==> src/rtl/axi2apb_apb_timer.sv <==
// APB3/APB4 countdown timer: CTRL/LOAD/VALUE/STATUS registers, programmable wait
// states, PSLVERR on bad accesses and a level interrupt on expiry.
module axi2apb_apb_timer #(
  parameter int WIDTH_PAD = 32,
  parameter int WIDTH_PDA = 32,
  parameter int NUM_WAIT  = 0,
  parameter bit PRIV_ONLY = 1'b0
) (
  input  logic                 PCLK,
  input  logic                 PRESETn,
  input  logic                 PSEL,
  input  logic                 PENABLE,
  input  logic [WIDTH_PAD-1:0] PADDR,
  input  logic                 PWRITE,
  input  logic [WIDTH_PDA-1:0] PWDATA,
  input  logic [3:0]           PSTRB,
  input  logic [2:0]           PPROT,
  output logic [WIDTH_PDA-1:0] PRDATA,
  output logic                 PREADY,
  output logic                 PSLVERR,
  output logic                 IRQ
);

  localparam logic [3:0] WAIT_INIT  = 4'(NUM_WAIT);
  localparam logic [1:0] REG_CTRL   = 2'd0;
  localparam logic [1:0] REG_LOAD   = 2'd1;
  localparam logic [1:0] REG_VALUE  = 2'd2;
  localparam logic [1:0] REG_STATUS = 2'd3;

  // Handshake: setup is PSEL & !PENABLE, access is PSEL & PENABLE. A transfer
  // completes on the rising edge where access & PREADY; only that edge commits writes.
  logic setup;
  logic access;
  assign setup  = PSEL & ~PENABLE;
  assign access = PSEL & PENABLE;

  logic [3:0] wait_cnt;
  logic       ready;

  always_ff @(posedge PCLK or negedge PRESETn) begin
    if (!PRESETn) begin
      wait_cnt <= 4'd0;
    end else if (setup) begin
      wait_cnt <= WAIT_INIT;
    end else if (access && (wait_cnt != 4'd0)) begin
      wait_cnt <= wait_cnt - 4'd1;
    end
  end

  // Bus outputs are gated by reset so an abandoned transfer never sees PREADY.
  assign ready = PRESETn & access & (wait_cnt == 4'd0);

  logic [1:0] reg_sel;
  logic       addr_bad;
  logic       wr_ro;
  logic       wr_priv;
  logic       err;
  logic       wr_fire;
  logic       wr_ctrl;
  logic       wr_load;
  logic       wr_status;

  assign reg_sel   = PADDR[3:2];
  assign addr_bad  = (|PADDR[11:4]) | (|PADDR[1:0]);
  assign wr_ro     = PWRITE & (reg_sel == REG_VALUE);
  assign wr_priv   = PRIV_ONLY && PWRITE && !PPROT[0];
  assign err       = addr_bad | wr_ro | wr_priv;
  assign wr_fire   = ready & PWRITE & ~err;
  assign wr_ctrl   = wr_fire & (reg_sel == REG_CTRL);
  assign wr_load   = wr_fire & (reg_sel == REG_LOAD);
  assign wr_status = wr_fire & (reg_sel == REG_STATUS);

  logic unused_bits;
  assign unused_bits = ^{PADDR[WIDTH_PAD-1:12], PPROT[2:1]};

  logic        ctrl_en, ctrl_auto, ctrl_irq_en;
  logic [7:0]  ctrl_presc;
  logic [31:0] load_q;
  logic [31:0] value_q;
  logic        exp_q;
  logic [7:0]  presc_cnt;

  logic        ctrl_en_d, ctrl_auto_d, ctrl_irq_en_d;
  logic [7:0]  ctrl_presc_d;
  logic [31:0] load_d;
  logic [31:0] value_d;
  logic        exp_d;
  logic [7:0]  presc_cnt_d;

  logic [31:0] ctrl_rd;
  logic [31:0] ctrl_new;
  logic [31:0] load_new;
  logic        tick;
  logic        expire;

  function automatic logic [31:0] merge_bytes(input logic [31:0] old_val,
                                               input logic [31:0] new_val,
                                               input logic [3:0]  strb);
    logic [31:0] res;
    res = old_val;
    for (int b = 0; b < 4; b++) begin
      if (strb[b]) res[8*b +: 8] = new_val[8*b +: 8];
    end
    return res;
  endfunction

  assign ctrl_rd  = {16'd0, ctrl_presc, 5'd0, ctrl_irq_en, ctrl_auto, ctrl_en};
  assign ctrl_new = merge_bytes(ctrl_rd, PWDATA[31:0], PSTRB);
  assign load_new = merge_bytes(load_q, PWDATA[31:0], PSTRB);
  assign tick     = ctrl_en & (presc_cnt == ctrl_presc);
  assign expire   = tick & (value_q == 32'd0);

  // Ordering below encodes priority: later assignments win over earlier ones.
  always_comb begin
    ctrl_en_d     = ctrl_en;
    ctrl_auto_d   = ctrl_auto;
    ctrl_irq_en_d = ctrl_irq_en;
    ctrl_presc_d  = ctrl_presc;
    load_d        = load_q;
    value_d       = value_q;
    exp_d         = exp_q;
    presc_cnt_d   = presc_cnt;

    if (!ctrl_en || tick) begin
      presc_cnt_d = 8'd0;
    end else begin
      presc_cnt_d = presc_cnt + 8'd1;
    end

    if (wr_status && PSTRB[0] && PWDATA[0]) begin
      exp_d = 1'b0;
    end

    if (tick) begin
      if (!expire) begin
        value_d = value_q - 32'd1;
      end else begin
        exp_d = 1'b1;
        if (ctrl_auto) begin
          value_d = load_q;
        end else begin
          ctrl_en_d = 1'b0;
        end
      end
    end

    if (wr_ctrl) begin
      ctrl_en_d     = ctrl_new[0];
      ctrl_auto_d   = ctrl_new[1];
      ctrl_irq_en_d = ctrl_new[2];
      ctrl_presc_d  = ctrl_new[15:8];
    end

    if (wr_load) begin
      load_d  = load_new;
      value_d = load_new;
    end
  end

  always_ff @(posedge PCLK or negedge PRESETn) begin
    if (!PRESETn) begin
      ctrl_en     <= 1'b0;
      ctrl_auto   <= 1'b0;
      ctrl_irq_en <= 1'b0;
      ctrl_presc  <= 8'd0;
      load_q      <= 32'd0;
      value_q     <= 32'd0;
      exp_q       <= 1'b0;
      presc_cnt   <= 8'd0;
    end else begin
      ctrl_en     <= ctrl_en_d;
      ctrl_auto   <= ctrl_auto_d;
      ctrl_irq_en <= ctrl_irq_en_d;
      ctrl_presc  <= ctrl_presc_d;
      load_q      <= load_d;
      value_q     <= value_d;
      exp_q       <= exp_d;
      presc_cnt   <= presc_cnt_d;
    end
  end

  logic [31:0] rd_mux;

  always_comb begin
    rd_mux = 32'd0;
    case (reg_sel)
      REG_CTRL:   rd_mux = ctrl_rd;
      REG_LOAD:   rd_mux = load_q;
      REG_VALUE:  rd_mux = value_q;
      REG_STATUS: rd_mux = {31'd0, exp_q};
      default:    rd_mux = 32'd0;
    endcase
  end

  assign PRDATA  = (PRESETn && access && !PWRITE && !addr_bad) ? rd_mux : '0;
  assign PREADY  = ready;
  assign PSLVERR = ready & err;
  assign IRQ     = exp_q & ctrl_irq_en;

endmodule

==> config.mk <==
export PLATFORM = sky130hd
export DESIGN_NAME = axi2apb_apb_timer
export DESIGN_NICKNAME = d
export VERILOG_FILES = /design/src/rtl/axi2apb_apb_timer.sv
export SDC_FILE = /design/constraint.sdc
export NUM_CORES = 1
export LEC_CHECK = 0
export ABC_AREA = 1
export BUFFER_PORTS_ARGS = -buffer_cell sky130_fd_sc_hd__buf_2
export CAP_MARGIN = 20
export CORE_ASPECT_RATIO = 1.4
export CORE_MARGIN = 3
export CORE_UTILIZATION = 52
export CTS_CLUSTER_DIAMETER = 100
export DETAILED_ROUTE_END_ITERATION = 10
export PLACE_DENSITY = 0.81
export SYNTH_ARGS = -nofsm -noshare
export SYNTH_HDL_FRONTEND = slang
export SYNTH_SLANG_ARGS = --single-unit
==> constraint.sdc <==
create_clock -name PCLK -period 2 [get_ports PCLK]
set_clock_uncertainty 0.2 [all_clocks]
set_input_delay 0.1 -clock PCLK [delete_from_list [all_inputs] [get_ports PCLK]]
set_output_delay 0.1 -clock PCLK [all_outputs]
set_load 0.01 [all_outputs]
# ---- After elaboration in Yosys (flattened, before gate mapping)
# Index checks and enable logic that the tools add are counted.
dict set report totals {
  ram_bits 0
  inputBits 76
  elab_cells 82
  mem_count 0
  output_inout_bits 35
  latchBits 0
  register_bits 88
  rom_bits 0
}
dict set report classes {
  div 0
  n_bitwise 18
  n_eq_ne 7
  magnitude_cmp 0
  multipliers 0
  n_reduce_logical 24
  n_shift 0
  n_mux 21
  n_addsub 3
}
# operator n
set op_table {}
lappend op_table {{two-way mux 32 bit} 5}
lappend op_table {{case mux 32 bit (4 select lines)} 1}
lappend op_table {{two-way mux 8 bit} 5}
lappend op_table {{logical NOT 32 bit} 1}
lappend op_table {{subtractor 32 x 1 -> 32 bit, second input constant} 1}
lappend op_table {{AND 1 bit} 14}
lappend op_table {{adder 8 x 1 -> 8 bit, second input constant} 1}
lappend op_table {{== test 8 bit} 1}
lappend op_table {{two-way mux 1 bit} 8}
lappend op_table {{two-way mux 4 bit} 2}
lappend op_table {{nonzero test 2 bit} 4}
lappend op_table {{OR reduction 8 bit} 1}
lappend op_table {{logical AND 1 bit} 6}
lappend op_table {{AND reduction 2 bit} 3}
lappend op_table {{== test 2 bit, second input constant} 2}
lappend op_table {{logical NOT 4 bit} 1}
lappend op_table {{inequality test 2 bit, second input constant} 2}
lappend op_table {{AND reduction 4 bit} 1}
lappend op_table {{nonzero test 4 bit} 1}
lappend op_table {{subtractor 4 x 1 -> 4 bit, second input constant} 1}
lappend op_table {{logical NOT 1 bit} 3}
lappend op_table {{inequality test 3 bit, second input constant} 1}
lappend op_table {{== test 2 x 1 -> 1 bit, second input constant} 1}
lappend op_table {{logical NOT 2 bit} 1}
lappend op_table {{4 further kinds} 6}

# ---- Longest topological paths before layout
# Gate-level depths: netlist of run 1.
dict set report logic_depth {
  word_depth 11
  ltp_mapped 14
  mapped_depth_nobuf 13
}

# ---- Worst setup path after synthesis of run 1
# Ideal clock, no wire load.
dict set report synth_timing {
  path_type {register to register}
  startpoint {register value_q[0]}
  endpoint {register value_q[11]}
  period_less_slack_ns 2.055
  path_slack_ns -0.055
  arrival_time_ns 1.731
  required_ns 1.676
  path_buffers 2
  setup_time_ns 0.124
  path_stages_with_launch 14
  cell_sequence {dfrtp_1 inv_1 ha_1 nand2_4 nor2_8 nand3_4 nor2_8 nand2_2 nand2_2 buf_6 nor2_8 buf_8 nand2_1 nand3_1}
}
dict set report synth_between {
  elab_chain_cells 5
  word_cells_on_any_way 8
  cone_classes {add/sub: 1; eq/ne: 1; mux: 3; bitwise: 1; reduce/logical: 2}
}
# element line_no
set synth_rtl {}
lappend synth_rtl {{start: declaration} 79} ;# logic [31:0] value_q;
lappend synth_rtl {{start signal: assignment} 176} ;# value_q <= value_d;
lappend synth_rtl {{parallel branches: the longest is 5 deep, another holds subtractor 32 x 1 -> 32 bit} --}
# Parallel ways; which one is timed is not known. The select of a mux whose other input is x is not followed.
# A chain may end at the register's enable or synchronous reset.

# ---- Worst setup path after layout of run 1
dict set report layout_timing {
  startpoint {register value_q[2]}
  endpoint {register value_q[9]}
}
# The elaborated chain is that of the path after synthesis.

==> key figures, run 1 <==
Run status
  • Outcome: complete, but fails checks
  • Failing checks: setup timing

GRT
  • Pin count of the biggest net entering global routing: 63
  • Initial antenna violation count: 0
  • Global-route wire length before repair: 33.4 mm
  • Total GRT Usage: 0.311
  • Grt ovf: 0
  • Number of global-route vias before repair: 7168

Yosys
  • Syn Inst Count: 895
  • Ys flop type: dfrtp_1
  • Post-synthesis cell area: 6170 um2
  • #FFs+latches synth: 88
  • Post-synthesis sequential area ratio: 0.357
  • Asr flop ratio synth: 1.00
  • Number of synthesized flops with an enable pin: 0
  • Syn Area/Cell: 6.89 um2
  • Count of cell types in the netlist: 45
  • Synth Warn #: 0
  • Net Count, Synth: 975

Clock network
  • # clock sinks: 88
  • Max Buffers Root-to-Sink: 2
  • Clock slew at reported path FFs: 0.07 ns
  • CTS tree: done
  • Total CTS buffers: 9
  • H-tree depth: 3
  • Clk_lat worst skew: 0.36 ns
  • Clock Root Buffer: clkbuf_16

Floorplanning
  • Die width: 98.0 um
  • Initial core utilization: 0.538
  • Core Rows: 46
  • # IOs: 111
  • Die height: 135 um
  • DIE AREA: 13200 um2
  • Core ar.: 11500 um2

Critical path
  • Worst Path Buf+Inv: 3
  • Worst path top cell family by delay: simple AND/OR/NAND/NOR gates
  • Setup CP Type: reg2reg
  • Crit Path Max Fanout: 4
  • Crit path required time: 2.06 ns
  • CP startpoint kind: flip-flop
  • Critical path cell sequence: buf_4 -> inv_1 -> nand3_2 -> inv_1 -> nand2_1 -> nor2_1 -> xor2_1 -> nand3_1 -> nand2_1 -> nor2_1 -> nor2_1
  • CP Capture Type: flip-flop
  • Worst path max stage delay: 0.43 ns
  • Top cell by count, worst path: nor2_1
  • Critical Path Slowest Stage Cell: dfrtp_1
  • Crit path DAT: 2.30 ns

Timing
  • Post-layout min period: 2.23 ns
  • Tightest hold margin: 0.0529 ns
  • Setup ws final: -0.231 ns
  • Max-slew violation count: 0
  • Relative slew slack: 0.449
  • Final Hold Fails: 0
  • Fin crit share: 1.12
  • RSZ-0062 raised after global routing: yes
  • Peak Freq: 448 MHz
  • Worst slew pin tran: 0.827 ns
  • Endpoints failing setup: 34

Finish
  • Layout cell share with drive strength beyond 1: 0.348
  • Fin util: 0.787
  • Synthesis-to-finish area growth: 46.2%
  • Antenna cells: 0
  • Final net count: 1214
  • Final Non-Filler Cells: 1283

Drt
  • DR iter-0 viols: 794
  • DR vias: 7568
  • Residual DRC: 0
  • ANT nets after route: 0
  • Via-to-Cell Ratio: 5.90
  • Final WL: 23.9 mm
  • DRT Pass-1 Iters: 8
  • WL/cell: 18.6 um

Hold path
  • Hold crit path type: in2reg

Placement
  • Buffers on Ports: 87
  • Inst Count DP: 1191
  • Post-detail-place hpwl: 12.6 mm
  • GP Congestion: 0.930

Pwr
  • Pleak: 0.00482 uW
  • Worst vdd ir: 0.407 mV
  • PD cells: 510 nW/um2

Run
  • MaxCap Viol Count: 0
==> tightest hold or removal path: cells and delay by family <==
kind                   cells  cell delay, ns
AO/OA/AOI/OAI              2            0.14
buffers and inverters      1            0.18
AND/OR/NAND/NOR            2            0.14
==> sequential cells by signal (all words and copies together), names as in the netlist <==
register     flops
ctrl_auto        1
value_q         32
load_q          32
wait_cnt         4
ctrl_en          1
ctrl_presc       8
presc_cnt        8
exp_q            1
ctrl_irq_en      1
==> per-layer routing <==
metal	vias up	wire [um]	global-route usage
met1	3465	8180	0.349
met3	201	2160	0.0620
met4	0	1910	0.159
li1	3333	-	-
met5	-	0	0
met2	569	11700	0.556
==> final timing paths <==
check	start	end	slack, ns	cells past startpoint
hold / removal	PSTRB[3]	load_q[25]	0.05	5
setup / recovery	value_q[2]	value_q[9]	-0.23	11
setup reg to reg	value_q[2]	value_q[9]	-0.23	11
hold reg to reg	load_q[3]	load_q[3]	0.33	2
min in group asynchronous	PRESETn	wait_cnt[1]	0.12	3
max in group asynchronous	PRESETn	ctrl_presc[7]	0.33	4
==> cell families after synthesis <==
family	count (synthesis)	synth area share
xor gates and xnor gates	30	0.0426
buffers and inverters	127	0.0885
muxes	11	0.0199
DFF	88	0.357
adders and majority gates	4	0.00812
and+or+nand+nor	520	0.383
AOI/OAI and AO/OA	115	0.100
==> synthesized netlist by cell type (9+ instances only) <==
master    count  area, um2
a21oi_1      40        200
nand4_1       9       56.3
clkbuf_1     20       75.1
xor2_1       16        140
a31oi_1      10       62.6
nand2_1     311       1170
mux2_2       10        113
xnor2_1      14        123
nor2_1       90        338
nand3_2      21        210
inv_1        88        330
dfrtp_1      88       2200
o21ai_0      51        255
nand3_1      51        255
==> placed cells by master (no fill, tap or decap), types with 11 or more instances in the layout <==
master         count
buf_4            110
nand3_1           38
xor2_1            16
buf_2             88
xnor2_1           13
buf_6             12
nor2_4            17
dfrtp_1           88
dlygate4sd3_1     40
a21oi_1           28
nand2_2           32
nand2_1          278
a21oi_2           11
nor2_2            20
inv_1             83
nor2_1            66
nand3_2           31
o21ai_0           49
==> area by class of cell <==
type	count	area (um2)
clock buffers	11	253
clock inverters	5	103
fillers	696	2440
inverters	94	378
multi-input cells	681	3890
flip-flops and latches	88	2200
well taps	144	180
repair buffers	260	2000
==> timing repair <==
item                                    CTS  global route
endpoints found under the setup margin   47            71
pin swaps                                23            28
hold endpoints to repair                 97             0
hold buffers                             40             0
resized for setup                        68            80
gates cloned                              3             3
buffers inserted                         19            12
==> per-stage QoR <==
stage                     instance area (um2)  setup TNS, ns  total power (uW)  setup WS (ns)
after global routing                     9010          -9.93              4730         -0.347
after CTS                                8600         -0.358              4460        -0.0437
final                                    9010          -4.20              4600         -0.231
after floorplan                          6180              0              2130         0.0139
after global placement                   7410         -0.455              2320        -0.0252
after detailed placement                 7410          -1.87              2330        -0.0883
==> power by group <==
group,leakage [uW],switching (uW),internal [uW]
Clock,0.000172,766,1290
Sequential,0.00109,17.1,1820
Combinational,0.00356,396,318
No activity file was read; power rests on OpenSTA's default activity.
==> run 2: changes to the inputs <==
--- a/config.mk
+++ b/config.mk
@@ -8,7 +8,7 @@
 export ABC_AREA = 1
 export BUFFER_PORTS_ARGS = -buffer_cell sky130_fd_sc_hd__buf_2
 export CAP_MARGIN = 20
-export CORE_ASPECT_RATIO = 1.4
+export CORE_ASPECT_RATIO = 1.2
 export CORE_MARGIN = 3
 export CORE_UTILIZATION = 52
 export CTS_CLUSTER_DIAMETER = 100
@@ -17,3 +17,4 @@
 export SYNTH_ARGS = -nofsm -noshare
 export SYNTH_HDL_FRONTEND = slang
 export SYNTH_SLANG_ARGS = --single-unit
+export TNS_END_PERCENT = 100
==> key figures, run 2 (synthesized netlist as in run 1, its figures left out) <==
Critical path
  • R2R depth: 11
  • FF-to-FF Start: value_q[9]
  • Setup CP Type: reg2reg
  • Crit Path Max Fanout: 8
  • Crit path required time: 2.03 ns
  • Crit path DAT: 2.26 ns
  • Worst reg2reg endpoint: value_q[15]
  • CP Capture Type: flip-flop
  • CP startpoint kind: flip-flop
  • R2R Setup Slk: -0.23 ns

Timing
  • Tightest hold margin: 0.0489 ns
  • Endpoints failing setup: 50
  • Relative slew slack: 0.630
  • Setup ws final: -0.228 ns
  • Fin crit share: 1.11
  • Final Hold Fails: 0
  • RSZ-0062 raised after global routing: yes
  • Post-layout min period: 2.23 ns
  • Worst slew pin tran: 0.554 ns
  • Peak Freq: 449 MHz
  • Max-slew violation count: 0

Finish
  • Commonest non-fill, non-tap cell in the layout: nand2_1
  • Multi-input logic area: 3840 um2
  • Antenna cells: 0
  • Layout cell share with drive strength beyond 1: 0.335
  • Final net count: 1202
  • Synthesis-to-finish area growth: 43.2%
  • Finished Cell Area: 8830 um2
  • Largest registers: load_q x32, value_q x32
  • Most frequent cells in the layout: nand2_1, buf_4, dfrtp_1
  • FILL cells: 697
  • Seq. cell area: 2200 um2

Pwr
  • Pleak: 0.00469 uW
  • Worst vdd ir: 0.364 mV
  • PD cells: 485 nW/um2

Drt
  • Via-to-Cell Ratio: 5.84
  • WL/cell: 18.2 um
  • DRT Pass-1 Iters: 8
  • DR vias: 7481
  • DR iter-0 viols: 693
  • ANT nets after route: 0
  • Residual DRC: 0
  • Final WL: 23.4 mm

Clock network
  • Clock Root Buffer: clkbuf_16
  • Clock slew at reported path FFs: 0.07 ns
  • Max Buffers Root-to-Sink: 2
  • H-tree depth: 3
  • Total CTS buffers: 9
  • Clk_lat worst skew: 0.36 ns
  • # clock sinks: 88
  • CTS tree: done

GRT
  • Grt ovf: 0
  • Pin count of the biggest net entering global routing: 82
  • Initial antenna violation count: 0
  • Number of global-route vias before repair: 6760
  • Global-route wire length before repair: 31.5 mm
  • Total GRT Usage: 0.294

Hold path
  • Hold crit path type: in2reg
  • Hold_sp: PSTRB[2]
  • Hold path cells: 5
  • Hold worst-path end: load_q[17]

Floorplanning
  • Core Rows: 42
  • Initial core utilization: 0.546
  • Die width: 105 um
  • Core ar.: 11300 um2
  • DIE AREA: 13200 um2
  • Die height: 125 um
  • # IOs: 111

Run status
  • Outcome: complete, but fails checks
  • Failing checks: setup timing

Placement
  • Post-detail-place hpwl: 12.9 mm
  • Post-Place Setup Slack: -0.211 ns
  • Placed inst area: 7440 um2
  • Buffers on Ports: 87
  • GP Congestion: 0.934

Run
  • MaxCap Viol Count: 0
run 2: cell types whose count changed in the layout (fill, tap and decap cells not counted), moves of 4 or more:
cell	previous run	this run
buf_4	110	100
nand3_1	38	43
clkinvlp_4	1	5
inv_2	7	11
nand2_1	278	297
o21ai_0	49	29
a21oi_1	28	32
nand2_2	32	14
o21ai_2	2	23
run 2: area by class of cell:
cell class                 count  share of cell area
clock inverter                 7             0.00907
inverter                      94              0.0421
sequential                    88               0.249
tap                          154              0.0218
clock buffer                   9              0.0255
timing repair buffer         247               0.217
multi-input combinational    682               0.435
run 2: routing by layer:
metal	GRT usage	routed length (um)	vias up
met5	0	0	-
met3	0.0515	2170	166
met4	0.151	1550	0
met1	0.341	8280	3444
met2	0.516	11300	556
li1	-	-	3315
run 2: worst max path at each step:
stage,startpoint,slack (ns),endpoint
floorplan,value_q[0],0.01,value_q[11]
global placement,presc_cnt[6],-0.09,value_q[14]
detailed placement,presc_cnt[6],-0.21,value_q[18]
CTS,value_q[13],0.002,value_q[1]
global route,value_q[9],-0.35,value_q[29]
finish,value_q[9],-0.23,value_q[15]
run 2: repair_timing:
item,in CTS,in global routing
setup endpoints to repair,53,63
endpoints found under the hold margin,77,0
hold buffers,39,0
pin swaps,6,19
setup buffers,5,9
resized for setup,16,130
gates cloned,1,5
run 2: worst max-delay path, stage by stage (launching register included):
cell and delay [ns]:
dfrtp_1 0.39, nor2_2 0.17, nand2_1 0.16, nor2_4 0.17, nand3_4 0.12, nor2_8 0.19
inv_2 0.07, nor2_4 0.17, buf_8 0.18, nand2_1 0.11, nand3_2 0.10, nand3_1 0.08
run 2: through the flow:
stage                     utilization  instances  total power (uW)  setup TNS [ns]
final                           0.781       1281              4280           -4.66
after global routing            0.781       1281              4410          -10.83
after CTS                       0.731       1266              4170               0
after detailed placement        0.658       1205              2330           -4.81
after global placement          0.658       1205              2310           -1.60
after floorplan                     -        895              2130               0
run 2: report_power, final:
group          total (uW)  internal (uW)  leakage (uW)  switching, uW
sequential           1830           1810       0.00109           19.7
clock                1800            983      0.000136            820
combinational         646            282       0.00346            363
total                4280           3080       0.00469           1200
==> run 3: changes to the inputs <==
--- a/config.mk
+++ b/config.mk
@@ -5,15 +5,14 @@
 export SDC_FILE = /design/constraint.sdc
 export NUM_CORES = 1
 export LEC_CHECK = 0
-export ABC_AREA = 1
 export BUFFER_PORTS_ARGS = -buffer_cell sky130_fd_sc_hd__buf_2
 export CAP_MARGIN = 20
 export CORE_ASPECT_RATIO = 1.2
 export CORE_MARGIN = 3
-export CORE_UTILIZATION = 52
+export CORE_UTILIZATION = 56
 export CTS_CLUSTER_DIAMETER = 100
 export DETAILED_ROUTE_END_ITERATION = 10
-export PLACE_DENSITY = 0.81
+export PLACE_DENSITY = 0.84
 export SYNTH_ARGS = -nofsm -noshare
 export SYNTH_HDL_FRONTEND = slang
 export SYNTH_SLANG_ARGS = --single-unit
==> constraint.sdc (replaced) <==
create_clock -name PCLK -period 2.26 [get_ports PCLK]
set_clock_uncertainty 0.2 [all_clocks]
set_input_delay 0.113 -clock PCLK [delete_from_list [all_inputs] [get_ports PCLK]]
set_output_delay 0.113 -clock PCLK [all_outputs]
set_load 0.01 [all_outputs]
==> key figures, run 3 <==
Timing
  • Tightest hold margin: 0.0775 ns
  • Worst slew pin tran: 0.778 ns
  • Setup ws final: -0.581 ns
  • Max-slew violation count: 0
  • Final Hold Fails: 0
  • Setup TNS Final: -15.40 ns
  • Relative slew slack: 0.481
  • Post-layout min period: 2.84 ns
  • Endpoints failing setup: 74
  • RSZ-0062 raised after global routing: yes
  • Fin crit share: 1.26
  • Peak Freq: 352 MHz

Yosys
  • Asr flop ratio synth: 1.00
  • Top post-synthesis cells by count: dfrtp_1, nor2_1, nand2_1
  • Top cells by area, synth: dfrtp_1, mux2_2, mux2i_1
  • Yosys top cell by area: dfrtp_1
  • Syn Inst Count: 634
  • Net Count, Synth: 714
  • Count of cell types in the netlist: 65
  • Number of synthesized flops with an enable pin: 0
  • Most frequent cell after synthesis: dfrtp_1
  • Syn Area/Cell: 9.09 um2
  • #FFs+latches synth: 88
  • Area share of the largest cell type after synthesis: 0.382
  • Ys flop type: dfrtp_1
  • Synth Warn #: 0
  • Post-synthesis cell area: 5760 um2
  • Post-synthesis sequential area ratio: 0.382

Clock network
  • # clock sinks: 88
  • Clock Root Buffer: clkbuf_16
  • Max Buffers Root-to-Sink: 2
  • H-tree depth: 3
  • Clk_lat worst skew: 0.35 ns
  • Clock slew at reported path FFs: 0.07 ns
  • Total CTS buffers: 9
  • CTS tree: done

GRT
  • Initial antenna violation count: 0
  • Pin count of the biggest net entering global routing: 56
  • Total GRT Usage: 0.403
  • Global-route wire length before repair: 36.2 mm
  • Grt ovf: 0
  • Number of global-route vias before repair: 6960

Pwr
  • Pwr Total: 3450 uW
  • Worst vdd ir: 0.586 mV
  • Pleak: 0.00425 uW
  • PD cells: 392 nW/um2

Floorplanning
  • # IOs: 111
  • Die width: 98.6 um
  • Core ar.: 9760 um2
  • Die height: 117 um
  • DIE AREA: 11600 um2
  • Initial core utilization: 0.591
  • Core Rows: 39

Critical path
  • Critical path cell sequence: or4_4 -> buf_4 -> nor4_4 -> nand4_1 -> a21oi_4 -> buf_4 -> a21oi_1 -> o221ai_1
  • CP Capture Type: flip-flop
  • Top cell by count, worst path: buf_4
  • Crit Path Max Fanout: 6
  • Critical Path Slowest Stage Cell: or4_4
  • Worst path max stage delay: 0.57 ns
  • Crit path DAT: 2.88 ns
  • Crit path required time: 2.30 ns
  • Setup CP Type: reg2reg
  • CP startpoint kind: flip-flop

Finish
  • Commonest non-fill, non-tap cell in the layout: buf_4
  • Fin util: 0.901
  • Most frequent cells in the layout: buf_4, dfrtp_1, buf_2
  • Final net count: 981
  • Synthesis-to-finish area growth: 52.6%
  • Largest registers: load_q x32, value_q x32
  • Antenna cells: 0
  • FILL cells: 409
  • Layout cell share with drive strength beyond 1: 0.427

Drt
  • Residual DRC: 0
  • DR iter-0 viols: 1184
  • ANT nets after route: 0
  • DRT Pass-1 Iters: 8
  • DR vias: 7182
  • Via-to-Cell Ratio: 6.98
  • Final WL: 25.8 mm
  • WL/cell: 25.0 um

Hold path
  • Hold crit path type: in2reg

Placement
  • Post-detail-place hpwl: 14.4 mm
  • GP Congestion: 1.00
  • Buffers on Ports: 87

Run
  • MaxCap Viol Count: 0

Run status
  • Outcome: complete, but fails checks
  • Failing checks: setup timing
==> run 3: cell types whose count changed after synthesis, sizes merged, moves of 21 or more <==
cell and delta:
a22oi +22, inv -80, mux2 +29, mux2i +40
nand2 -269, nand3 -54, nor2 -30, o21ai -21
==> run 3: what timing repair did <==
item | 4_1_cts | 5_1_grt
resized for setup | 79 | 58
endpoints found under the setup margin | 68 | 78
gates cloned | 1 | 1
endpoints found under the hold margin | 105 | 0
pin swaps | 29 | 25
hold buffers | 38 | 0
buffers inserted | 24 | 20
==> run 3: cells by family after synthesis <==
group / after synthesis / synth area share
XOR/XNOR: 27 / 0.0410
AO/OA/AOI/OAI: 145 / 0.170
buffers and inverters: 53 / 0.0395
flip-flops: 88 / 0.382
AND/OR/NAND/NOR: 236 / 0.207
adder cells (fa/ha/maj): 4 / 0.00868
multiplexers: 81 / 0.151
==> run 3: area by class of cell <==
| cell class | count | area [um2] | share of cell area |
|---|---|---|---|
| inverters | 12 | 45.0 | 0.00512 |
| clock buffers | 11 | 233 | 0.0265 |
| repair buffers | 297 | 2280 | 0.259 |
| multi-input cells | 493 | 3820 | 0.435 |
| clock inverters | 5 | 57.6 | 0.00654 |
| well taps | 123 | 154 | 0.0175 |
| flip-flops and latches | 88 | 2200 | 0.250 |
==> run 3: power breakdown <==
| part | switching (uW) | total [uW] | internal [uW] |
|---|---|---|---|
| logic | 186 | 331 | 145 |
| registers | 2.66 | 1580 | 1580 |
| clock network | 678 | 1540 | 859 |
| total | 867 | 3450 | 2580 |
==> run 3: critical path: cells and delay by family (launching register included) <==
family / cells / cell delay [ns]
simple gates: 3 / 1.04
buf+inv: 2 / 0.38
compound gates: 3 / 0.71
flops: 1 / 0.38
==> run 3: final timing paths <==
path                              from          end  slack [ns]  depth (start not counted)
max                        value_q[27]  value_q[29]       -0.58                          8
min                             PWRITE        exp_q        0.08                          5
min in group asynchronous      PRESETn  wait_cnt[0]        0.17                          4
min reg2reg                  load_q[6]    load_q[6]        0.36                          1
max reg2reg                value_q[27]  value_q[29]       -0.58                          8
max in group asynchronous      PRESETn   value_q[9]        0.92                          4
==> run 3: layer usage <==
| metal | GRT usage | up-vias | wire, um |
|---|---|---|---|
| met4 | 0.280 | 0 | 1920 |
| met1 | 0.462 | 3400 | 8600 |
| met2 | 0.681 | 694 | 12200 |
| met3 | 0.0842 | 208 | 3090 |
| li1 | - | 2880 | - |
| met5 | 0 | - | 0 |
==> run 3: through the flow <==
stage / instances / instance area [um2] / setup WS (ns)
5_1_grt: 1029 / 8790 / -0.570
2_1_floorplan: 634 / 5840 / -0.248
3_3_place_gp: 932 / 7220 / -0.328
6_report: 1029 / 8790 / -0.581
3_5_place_dp: 932 / 7220 / -0.372
4_1_cts: 1011 / 8410 / -0.320
